<file path="config.mk">
export PLATFORM = sky130hd
export DESIGN_NAME = otter_pipe_ctrl
export DESIGN_NICKNAME = d
export VERILOG_FILES = /design/src/rtl/otter_pipe_ctrl.sv
export SDC_FILE = /design/constraint.sdc
export NUM_CORES = 1
export LEC_CHECK = 0
export CAP_MARGIN = 15
export CORE_ASPECT_RATIO = 0.7
export CORE_MARGIN = 4
export CORE_UTILIZATION = 30
export CTS_CLUSTER_SIZE = 24
export DETAILED_ROUTE_END_ITERATION = 7
export PLACE_DENSITY_LB_ADDON = 0.15
export RECOVER_POWER = 100
export SYNTH_ARGS = -nofsm -noshare
export SYNTH_HDL_FRONTEND = slang
export SYNTH_SLANG_ARGS = --single-unit
</file>
<file path="constraint.sdc">
create_clock -name CLK -period 7.1 [get_ports CLK]
set_input_delay 1.42 -clock CLK [delete_from_list [all_inputs] [get_ports CLK]]
set_output_delay 1.42 -clock CLK [all_outputs]
set_load 0.05 [all_outputs]
</file>
<file path="src/rtl/otter_pipe_ctrl.sv">
// Hazard, flush and trap sequencer for the 5-stage OTTER pipeline.
// Forwarding selects are combinational; the sequencer owns redirect, load-use and interrupt entry.
module otter_pipe_ctrl #(
    parameter int DRAIN_CYCLES = 3
) (
    input  logic        CLK,
    input  logic        RST,
    input  logic        DE_VALID,
    input  logic [31:0] DE_PC,
    input  logic [4:0]  DE_RS1,
    input  logic [4:0]  DE_RS2,
    input  logic        DE_USE_RS1,
    input  logic        DE_USE_RS2,
    input  logic [4:0]  EX_RD,
    input  logic        EX_REGWRITE,
    input  logic        EX_IS_LOAD,
    input  logic        EX_REDIRECT,
    input  logic [4:0]  MEM_RD,
    input  logic        MEM_REGWRITE,
    input  logic [4:0]  WB_RD,
    input  logic        WB_REGWRITE,
    input  logic        INT_REQ,
    output logic        PC_WRITE,
    output logic [1:0]  PC_SEL,
    output logic        DE_EN,
    output logic        FLUSH_DE,
    output logic        FLUSH_EX,
    output logic [1:0]  FWD_A,
    output logic [1:0]  FWD_B,
    output logic        INT_TAKEN,
    output logic [31:0] EPC
);

    typedef enum logic [1:0] {
        ST_RUN,
        ST_BUBBLE,
        ST_DRAIN,
        ST_ENTER
    } state_e;

    localparam logic [1:0] PC_SEL_SEQ   = 2'd0;
    localparam logic [1:0] PC_SEL_REDIR = 2'd1;
    localparam logic [1:0] PC_SEL_TRAP  = 2'd2;

    localparam logic [1:0] FWD_RF  = 2'd0;
    localparam logic [1:0] FWD_MEM = 2'd1;
    localparam logic [1:0] FWD_WB  = 2'd2;

    localparam logic [2:0] DRAIN_INIT = 3'(DRAIN_CYCLES - 1);

    state_e      state_q,     state_d;
    logic [2:0]  cnt_q,       cnt_d;
    logic [31:0] epc_q,       epc_d;
    logic        int_taken_q, int_taken_d;
    logic [4:0]  ex_rs1_q,    ex_rs1_d;
    logic [4:0]  ex_rs2_q,    ex_rs2_d;

    logic load_use;

    // Memory stage is younger than writeback, so it wins; x0 is hardwired and never forwarded.
    function automatic logic [1:0] fwd_sel(
        input logic [4:0] src,
        input logic [4:0] mem_rd,
        input logic       mem_we,
        input logic [4:0] wb_rd,
        input logic       wb_we
    );
        if (mem_we && (mem_rd != 5'd0) && (mem_rd == src)) begin
            return FWD_MEM;
        end else if (wb_we && (wb_rd != 5'd0) && (wb_rd == src)) begin
            return FWD_WB;
        end
        return FWD_RF;
    endfunction

    assign FWD_A = fwd_sel(ex_rs1_q, MEM_RD, MEM_REGWRITE, WB_RD, WB_REGWRITE);
    assign FWD_B = fwd_sel(ex_rs2_q, MEM_RD, MEM_REGWRITE, WB_RD, WB_REGWRITE);

    assign load_use = EX_IS_LOAD && EX_REGWRITE && (EX_RD != 5'd0) &&
                      ((DE_USE_RS1 && (EX_RD == DE_RS1)) ||
                       (DE_USE_RS2 && (EX_RD == DE_RS2)));

    assign INT_TAKEN = int_taken_q;
    assign EPC       = epc_q;

    always_comb begin
        // NOTE: every signal assigned here gets a default first so no path can infer a latch.
        state_d  = state_q;
        cnt_d    = cnt_q;
        epc_d    = epc_q;
        PC_WRITE = 1'b1;
        PC_SEL   = PC_SEL_SEQ;
        DE_EN    = 1'b1;
        FLUSH_DE = 1'b0;
        FLUSH_EX = 1'b0;

        unique case (state_q)
            ST_RUN: begin
                if (EX_REDIRECT) begin
                    PC_SEL   = PC_SEL_REDIR;
                    FLUSH_DE = 1'b1;
                    FLUSH_EX = 1'b1;
                    state_d  = ST_BUBBLE;
                end else if (load_use) begin
                    PC_WRITE = 1'b0;
                    DE_EN    = 1'b0;
                    FLUSH_EX = 1'b1;
                end else if (INT_REQ && DE_VALID) begin
                    epc_d    = DE_PC;
                    PC_WRITE = 1'b0;
                    FLUSH_DE = 1'b1;
                    FLUSH_EX = 1'b1;
                    cnt_d    = DRAIN_INIT;
                    state_d  = ST_DRAIN;
                end
            end
            // The synchronous fetch memory still returns the word for the old PC here.
            ST_BUBBLE: begin
                FLUSH_DE = 1'b1;
                state_d  = ST_RUN;
            end
            ST_DRAIN: begin
                PC_WRITE = 1'b0;
                FLUSH_DE = 1'b1;
                FLUSH_EX = 1'b1;
                if (cnt_q == 3'd0) begin
                    state_d = ST_ENTER;
                end else begin
                    cnt_d = cnt_q - 3'd1;
                end
            end
            ST_ENTER: begin
                PC_SEL   = PC_SEL_TRAP;
                FLUSH_DE = 1'b1;
                state_d  = ST_BUBBLE;
            end
            default: begin
                state_d = ST_RUN;
            end
        endcase

        int_taken_d = (state_d == ST_ENTER);

        // A squashed DE/EX slot must not look like a reader of any real register.
        ex_rs1_d = FLUSH_EX ? 5'd0 : DE_RS1;
        ex_rs2_d = FLUSH_EX ? 5'd0 : DE_RS2;
    end

    // NOTE: sequential state uses non-blocking assignments so every flop samples pre-edge values.
    always_ff @(posedge CLK or negedge RST) begin
        if (!RST) begin
            state_q     <= ST_RUN;
            cnt_q       <= 3'd0;
            epc_q       <= 32'd0;
            int_taken_q <= 1'b0;
            ex_rs1_q    <= 5'd0;
            ex_rs2_q    <= 5'd0;
        end else begin
            state_q     <= state_d;
            cnt_q       <= cnt_d;
            epc_q       <= epc_d;
            int_taken_q <= int_taken_d;
            ex_rs1_q    <= ex_rs1_d;
            ex_rs2_q    <= ex_rs2_d;
        end
    end

endmodule
</file>
# After elaboration in Yosys (flattened, before gate mapping)
# Index checks and enable logic that the tools add are counted.
# word_totals
regBits	48
inputBits	68
out_inout_bits	43
elab_cells	83
# classes
n_addsub	1
eq_ne	14
muxes	38
bitwise	2
reduce_logical	22
# op_table
op	n
5-bit == test	6
2-bit two-way mux	10
1-bit two-way mux	16
5-bit nonzero test	3
1-bit logical AND	12
3-bit two-way mux	4
5-bit two-way mux	2
2-bit inequality test (second input constant)	4
2-bit case mux with 4 select lines	1
2-bit == test (second input constant)	3
1-bit case mux with 2 select lines	3
3-bit case mux with 2 select lines	1
5-bit AND reduction	1
2-bit case mux with 2 select lines	1
4-bit AND reduction	1
3-bit logical NOT	1
3-bit OR reduction	1
3-bit by 1-bit subtractor with 3-bit output (second input constant)	1
2-bit by 1-bit == test with 1-bit output (second input constant)	1
2-bit logical NOT	1
1-bit inverter	2
2-bit nonzero test	1
1-bit logical OR	1

# Longest topological paths before layout
# logic_depth
depth_word	8
mapped_depth	8
depth_no_buf	7

# Least setup slack after synthesis
# OpenSTA, ideal clock, no wires.
# synth_path
path_type	input to output
startpoint	in MEM_RD[1]
endpoint	out FWD_A[1]
arrival_ps	3997
t_required_ps	5680
slack_ps	1683
path_stages	4
n_path_buf	0
path_cell_list	or4_1 o21ai_0 nor4_1 nor4_1
# synth_between
elab_chain_len	5
elab_cells_between_ends	7
classes_between	eq/ne (1); mux (3); reduce/logical (3)
# synth_rtl
element	line_no	rtl
start, declared	18	input logic [4:0] MEM_RD,
5-bit nonzero test	68	if (mem_we && (mem_rd != 5'd0) && (mem_rd == src)) begin
1-bit logical AND	68	
1-bit logical AND (*)	68	
2-bit two-way mux / 1-bit two-way mux (equally long branches)	68	
2-bit two-way mux (*)	73	return FWD_RF;
end, declared	28	output logic [1:0] FWD_A,
# Every way passes the cells marked *; elsewhere a longest branch is shown, timed or not.

# Worst setup path after layout
# layout_path
startpoint	in EX_RD[2]
endpoint	out FLUSH_EX
# layout_between
elab_chain_len	7
elab_cells_between_ends	11
classes_between	eq/ne (2); mux (3); reduce/logical (6)
# layout_rtl
element	line_no	rtl
start, declared	14	input logic [4:0] EX_RD,
5-bit == test, on equally long branches	80, 81	
1-bit logical AND, on equally long branches	80, 81	
1-bit logical OR	80	((DE_USE_RS1 && (EX_RD == DE_RS1)) ||
1-bit logical AND (*)	79	assign load_use = EX_IS_LOAD && EX_REGWRITE && (EX_RD != 5'd0) &&
1-bit two-way mux (*)	104	end else if (load_use) begin
1-bit two-way mux (*)	99	if (EX_REDIRECT) begin
1-bit case mux with 2 select lines (*)	97	unique case (state_q)
end, declared	27	output logic FLUSH_EX,
# Marks and branches as above.

==> flow_summary.ini <==
[job]
maxCapViolCount = 2

[clock_tree]
cts_hold_buf = 0
cts_tree = built
cts_inserted_buffers = 5
clockRootBuffer = clkbuf_16
clock_latency_ps = 290
path_clk_slew_ps = 70
htreeDepth = 2
post-cts-setup-buffers = 0
max-clock-path-buffers = 2
cts_sinks = 48
post_cts_resized = 0

[pwr]
power.internal_mw = 0.862
sequentialPowerShare = 0.290
pwr-share-clk = 0.170
p_leak_nw = 1.58
vdd_ir_drop_max_uv = 240
powerDensity_mw_per_mm2 = 414
switching_power_mw = 0.708
p_comb_frac = 0.540
swShare = 0.451

[timing]
tightest_slew_ps = 2520
finalHoldViolations = 0
rsz0062_at_grt = no
setup_ws_ps = 1430
setup-violations-final = 0
relSlewSlack = -0.679
clock-skew-final_ps = 7.85
min_period_ps = 5670
report.final.slew_viol_count = 82
fmax_mhz = 176
hold_ws_ps = 484
fin_setup_tns_ps = 0
final.period_utilization = 0.798

[synthesis]
syn_nets = 279
yosysMostFrequentCell = dfrtp_1
synth.avg_cell_area_um2 = 11.9
synthCells = 206
yosys.area.top_type_share = 0.490
synth_area_leader_cell = dfrtp_1
synth_edf_count = 0
netlist_area_mm2 = 0.00245
synth_seq_cells = 48
synth_ff_type = dfrtp_1
synth_area_leaders = dfrtp_1 (49%), mux2_2 (14%), xnor2_1 (5.7%), xor2_1 (5.0%), a211oi_1 (3.1%)
ys_warn_count = 0
synth_cell_types = 38
ys_async_sr_fraction = 1.00
synth_commonest_cells = dfrtp_1 (48), mux2_2 (30), xnor2_1 (16)
yosysSeqAreaShare = 0.490

[outcome]
violations = capacitance limit, slew limit
status = complete, but fails checks

[global_routing]
track_usage = 0.128
grt_max_degree = 49
grt_overflow_total = 0
grt_antenna_before_repair = 0
grt_pass1_wl_um = 10000
grt_pass1_vias = 2076

[placed_design]
dp_hpwl_um = 4810
dpl_worst_slack_ps = 1580
io_buffers = 110
finalWeightedCongestion = 0.793
dp_cells = 411

[critical_path]
worst_path_max_delay_cell = dlygate4sd3_1
path_class = input port to output port
crit_chain = dlygate4sd3_1 -> or3_1 -> o311a_1 -> a211o_1 -> a21o_1 -> dlygate4sd3_1
crit_path_max_fanout = 11
cpMostUsedCell = dlygate4sd3_1
cp.required_ps = 5680
critPathArrivalTime_ps = 4250
endpoint_kind = output port
crit_path_max_incr_delay_ps = 750
crit_path_start_kind = input port

[layout]
diodes = 0
drive_gt1_frac = 0.126
regArea_mm2 = 0.00120
multiInputGateArea_mm2 = 0.00113
synthToLayoutAreaGrowth_pct = 54.5
layout.nets = 390
stdcell_count = 419
fill_cells = 739

[drt]
drt-initial-drc-count = 70
drt_pass1_iterations = 4
drc_errors = 0
wire_per_inst_um = 14.4
wl_um = 6040
vias = 1935
antenna_left = 0
viasPerCell = 4.62

[floorplan]
core_mm2 = 0.00791
row_count = 27
ios = 111
start_util = 0.310
fp.dieW_um = 116
die_h_um = 83.6
die_area_mm2 = 0.00971

[min_path]
hold_class = flip-flop to flip-flop
==> logic make-up (layout without fill, tap and decap cells) <==
| group | after synthesis | after routing | synth area share |
|---|---|---|---|
| flip-flops | 48 | 48 | 0.490 |
| buffers and inverters | 23 | 135 | 0.0449 |
| adder cells (fa/ha/maj) | 5 | 5 | 0.0255 |
| multiplexers | 34 | 34 | 0.156 |
| AO/OA/AOI/OAI | 33 | 33 | 0.104 |
| XOR/XNOR | 30 | 30 | 0.107 |
| AND/OR/NAND/NOR | 33 | 33 | 0.0735 |
==> cells in the final DEF (no fill, tap or decap), drive strengths merged, types with 10 or more instances in the layout <==
cell,count
dlygate4sd3,44
inv,16
dfrtp,48
clkdlybuf4s50,65
mux2,33
xor2,14
a211oi,11
nand2,10
xnor2,16
==> power groups by stage <==
stage / registers (mW) / clock network, mW / logic (mW)
finish: 0.456 / 0.267 / 0.847
global route: 0.474 / 0.288 / 0.898
CTS: 0.462 / 0.278 / 0.896
detailed placement: 0.468 / 0 / 0.895
global placement: 0.464 / 0 / 0.888
floorplan: 0.789 / 0 / 0.262
==> registers in the layout, indices dropped and copies added, names as in the netlist <==
signal / flops
INT_TAKEN: 1
state_q: 2
cnt_q: 3
EPC: 32
ex_rs2_q: 5
ex_rs1_q: 5
==> worst max-delay path, delay by kind of cell <==
kind                   cells  cell delay, ps
and+or+nand+nor            1             390
buffers and inverters      2            1340
AOI/OAI and AO/OA          3            1090
==> worst paths after layout <==
path	startpoint	to	slack [ps]	depth (start not counted)
worst max register to register	state_q[0]	EPC[4]	3550	6
min in group asynchronous	RST	EPC[0]	2010	2
worst max-delay path	EX_RD[2]	FLUSH_EX	1430	6
worst min-delay path	EPC[18]	EPC[18]	480	1
worst min register to register	EPC[18]	EPC[18]	480	1
max in group asynchronous	RST	EPC[11]	3660	2
==> per-stage QoR <==
stage | area [um^2] | util | power (mW)
5_1_grt | 3790 | 0.479 | 1.66
6_report | 3790 | 0.479 | 1.57
2_1_floorplan | 2450 | - | 1.05
3_3_place_gp | 3640 | 0.460 | 1.35
4_1_cts | 3810 | 0.482 | 1.64
3_5_place_dp | 3640 | 0.460 | 1.36
==> layout make-up <==
cell class                 count  share of cell area
tap                          101              0.0334
sequential                    48               0.317
multi-input combinational    135               0.298
clock inverter                 3              0.0122
timing repair buffer         112               0.291
clock buffer                   5              0.0330
inverter                      15              0.0149
==> routing by layer <==
layer,wire length (um),vias up,GRT usage,part of all wire
li1,-,951,-,-
met1,2980,904,0.183,0.49
met2,2460,75,0.183,0.41
met3,527,5,0.0377,0.087
met4,75,0,0.0411,0.012
met5,0,-,0,0
Power figures use the tool's default switching activity.
==> RTL edit: new RTL, same settings <==
`ex_rs1_q` no longer has a reset.
--- a/src/rtl/otter_pipe_ctrl.sv
+++ b/src/rtl/otter_pipe_ctrl.sv
@@ -153,16 +153,18 @@
             cnt_q       <= 3'd0;
             epc_q       <= 32'd0;
             int_taken_q <= 1'b0;
-            ex_rs1_q    <= 5'd0;
             ex_rs2_q    <= 5'd0;
         end else begin
             state_q     <= state_d;
             cnt_q       <= cnt_d;
             epc_q       <= epc_d;
             int_taken_q <= int_taken_d;
-            ex_rs1_q    <= ex_rs1_d;
             ex_rs2_q    <= ex_rs2_d;
         end
     end
 
+    always_ff @(posedge CLK) begin
+        ex_rs1_q <= ex_rs1_d;
+    end
+
 endmodule
Behaviour: not the same (Yosys sat finds a counterexample within 4 cycles, from zero or initial values and one cycle with RST low).
==> RTL edit against the original RTL <==
- the run still ends with max-capacitance violations, max-slew violations left
- power hardly changed
- cell area down 0.79%
- setup slack worse by 0.11 ns
- fmax is 1.9% lower
- clock power shrank 3%
- routed wire length is 0.99% higher
- die area down 0.66%
- sequential cell count did not move
- area after synthesis is 0.71% lower
- global-route usage increased by 0.18 points
==> RTL edit: results (changes against the original RTL) <==
Post-synth top cells=dfrtp_1 (43), mux2_2 (30), inv_1 (17), xnor2_1 (16), xor2_1 (14); DR iter-0 viols=63 (-10%); vias=1,905 (-1.6%); met2 wire len=2350 µm (-4.5%); Seq/Total Area, Yosys=0.483 (-0.00675); layout cells sized above 1=0.119 (-0.00666); Post-DP HPWL=4860 µm (+1.1%); max_cap viols=2 (unchanged); internal power=0.863 mW (+0.11%); CP max stage delay=0.88 ns (+0.13 ns); WL met1=3170 µm (+6.7%); Static Leak=1.57 nW (-0.57%); vias in the first global route=2,020 (-2.7%); failing checks=max-capacitance violations, max-slew violations; Slew @ Worst Pin=2.28 ns (-0.244 ns); worst ir drop on vdd=0.237 mV (-1.5%); crit path DAT=4.36 ns (+0.11 ns); outcome=finished with violations; WL met3=521 µm (-1.1%); Synthesized Nets=281 (+0.72%); clk_skew=0.00401 ns (-0.00384 ns); top cells by area, synth=dfrtp_1 (44%), mux2_2 (14%), xnor2_1 (5.8%); Pins Over Slew Limit=77 (-6.1%); Yosys cell types=39 (+2.6%); pin count of the biggest net entering global routing=44 (-10%); asr flop ratio synth=0.896 (-0.104); first-pass GRT wire length=10,100 µm (+0.28%)
[RTL edit: cell types whose count changed after synthesis, sizes merged, moves of 2 or more]
| cell | delta |
|---|---|
| dfrtp | -5 |
| dfxtp | +5 |
| o21ai | -2 |
| inv | +2 |
[RTL edit: path summary, 6_finish.rpt]
kind                                 start       end  slack [ns]  depth (start not counted)
worst max-delay path              EX_RD[3]  FLUSH_EX        1.32                          7
worst max register to register  state_q[0]   EPC[14]        3.59                          6
worst min-delay path                EPC[9]    EPC[9]        0.48                          1
max in group asynchronous              RST    EPC[1]        3.99                          1
min in group asynchronous              RST   EPC[29]        1.81                          1
worst min register to register      EPC[9]    EPC[9]        0.48                          1
[RTL edit: worst max-delay path, delay by kind of cell]
| kind | cells | cell delay, ns |
|---|---|---|
| buffers and inverters | 2 | 1.47 |
| AND/OR/NAND/NOR | 1 | 0.11 |
| AO/OA/AOI/OAI | 3 | 1.17 |
| XOR/XNOR | 1 | 0.18 |
[RTL edit: power by group through the flow]
stage          sequential (mW)  clock (mW)  combinational, mW
2_1_floorplan            0.789           0              0.266
3_3_place_gp             0.465           0              0.895
3_5_place_dp             0.471           0              0.899
4_1_cts                  0.465       0.269              0.901
5_1_grt                  0.479       0.278              0.903
6_report                 0.459       0.258              0.852
[RTL edit: metal layers]
layer,up-vias,GRT usage
li1,953,-
met1,871,0.189
met2,77,0.184
met3,4,0.0401
met4,0,0.0348
met5,-,0
[RTL edit: cells by family (layout without fill, tap and decap cells)]
logic type	Yosys count	in the layout	synth area share
AO/OA/AOI/OAI	32	32	0.102
XOR/XNOR	30	30	0.108
adder cells (fa/ha/maj)	5	5	0.0257
buffers and inverters	25	136	0.0483
flip-flops	48	48	0.483
multiplexers	34	34	0.157
AND/OR/NAND/NOR	34	34	0.0766
[RTL edit: area by class of cell]
class	instances	area (µm²)
clock inverters	2	35.0
repair buffers	111	1100
inverters	17	63.8
well taps	101	126
multi-input cells	135	1130
flip-flops and latches	48	1180
clock buffers	6	129
fillers	763	4110
[RTL edit: metrics by stage]
step                power (mW)  utilization  cells  setup WS, ns
floorplan                 1.06            -    208          1.68
global placement          1.36        0.459    412          1.52
detailed placement        1.37        0.459    412          1.50
CTS                       1.63        0.480    420          1.48
global route              1.66        0.478    420          1.14
finish                    1.57        0.478    420          1.32
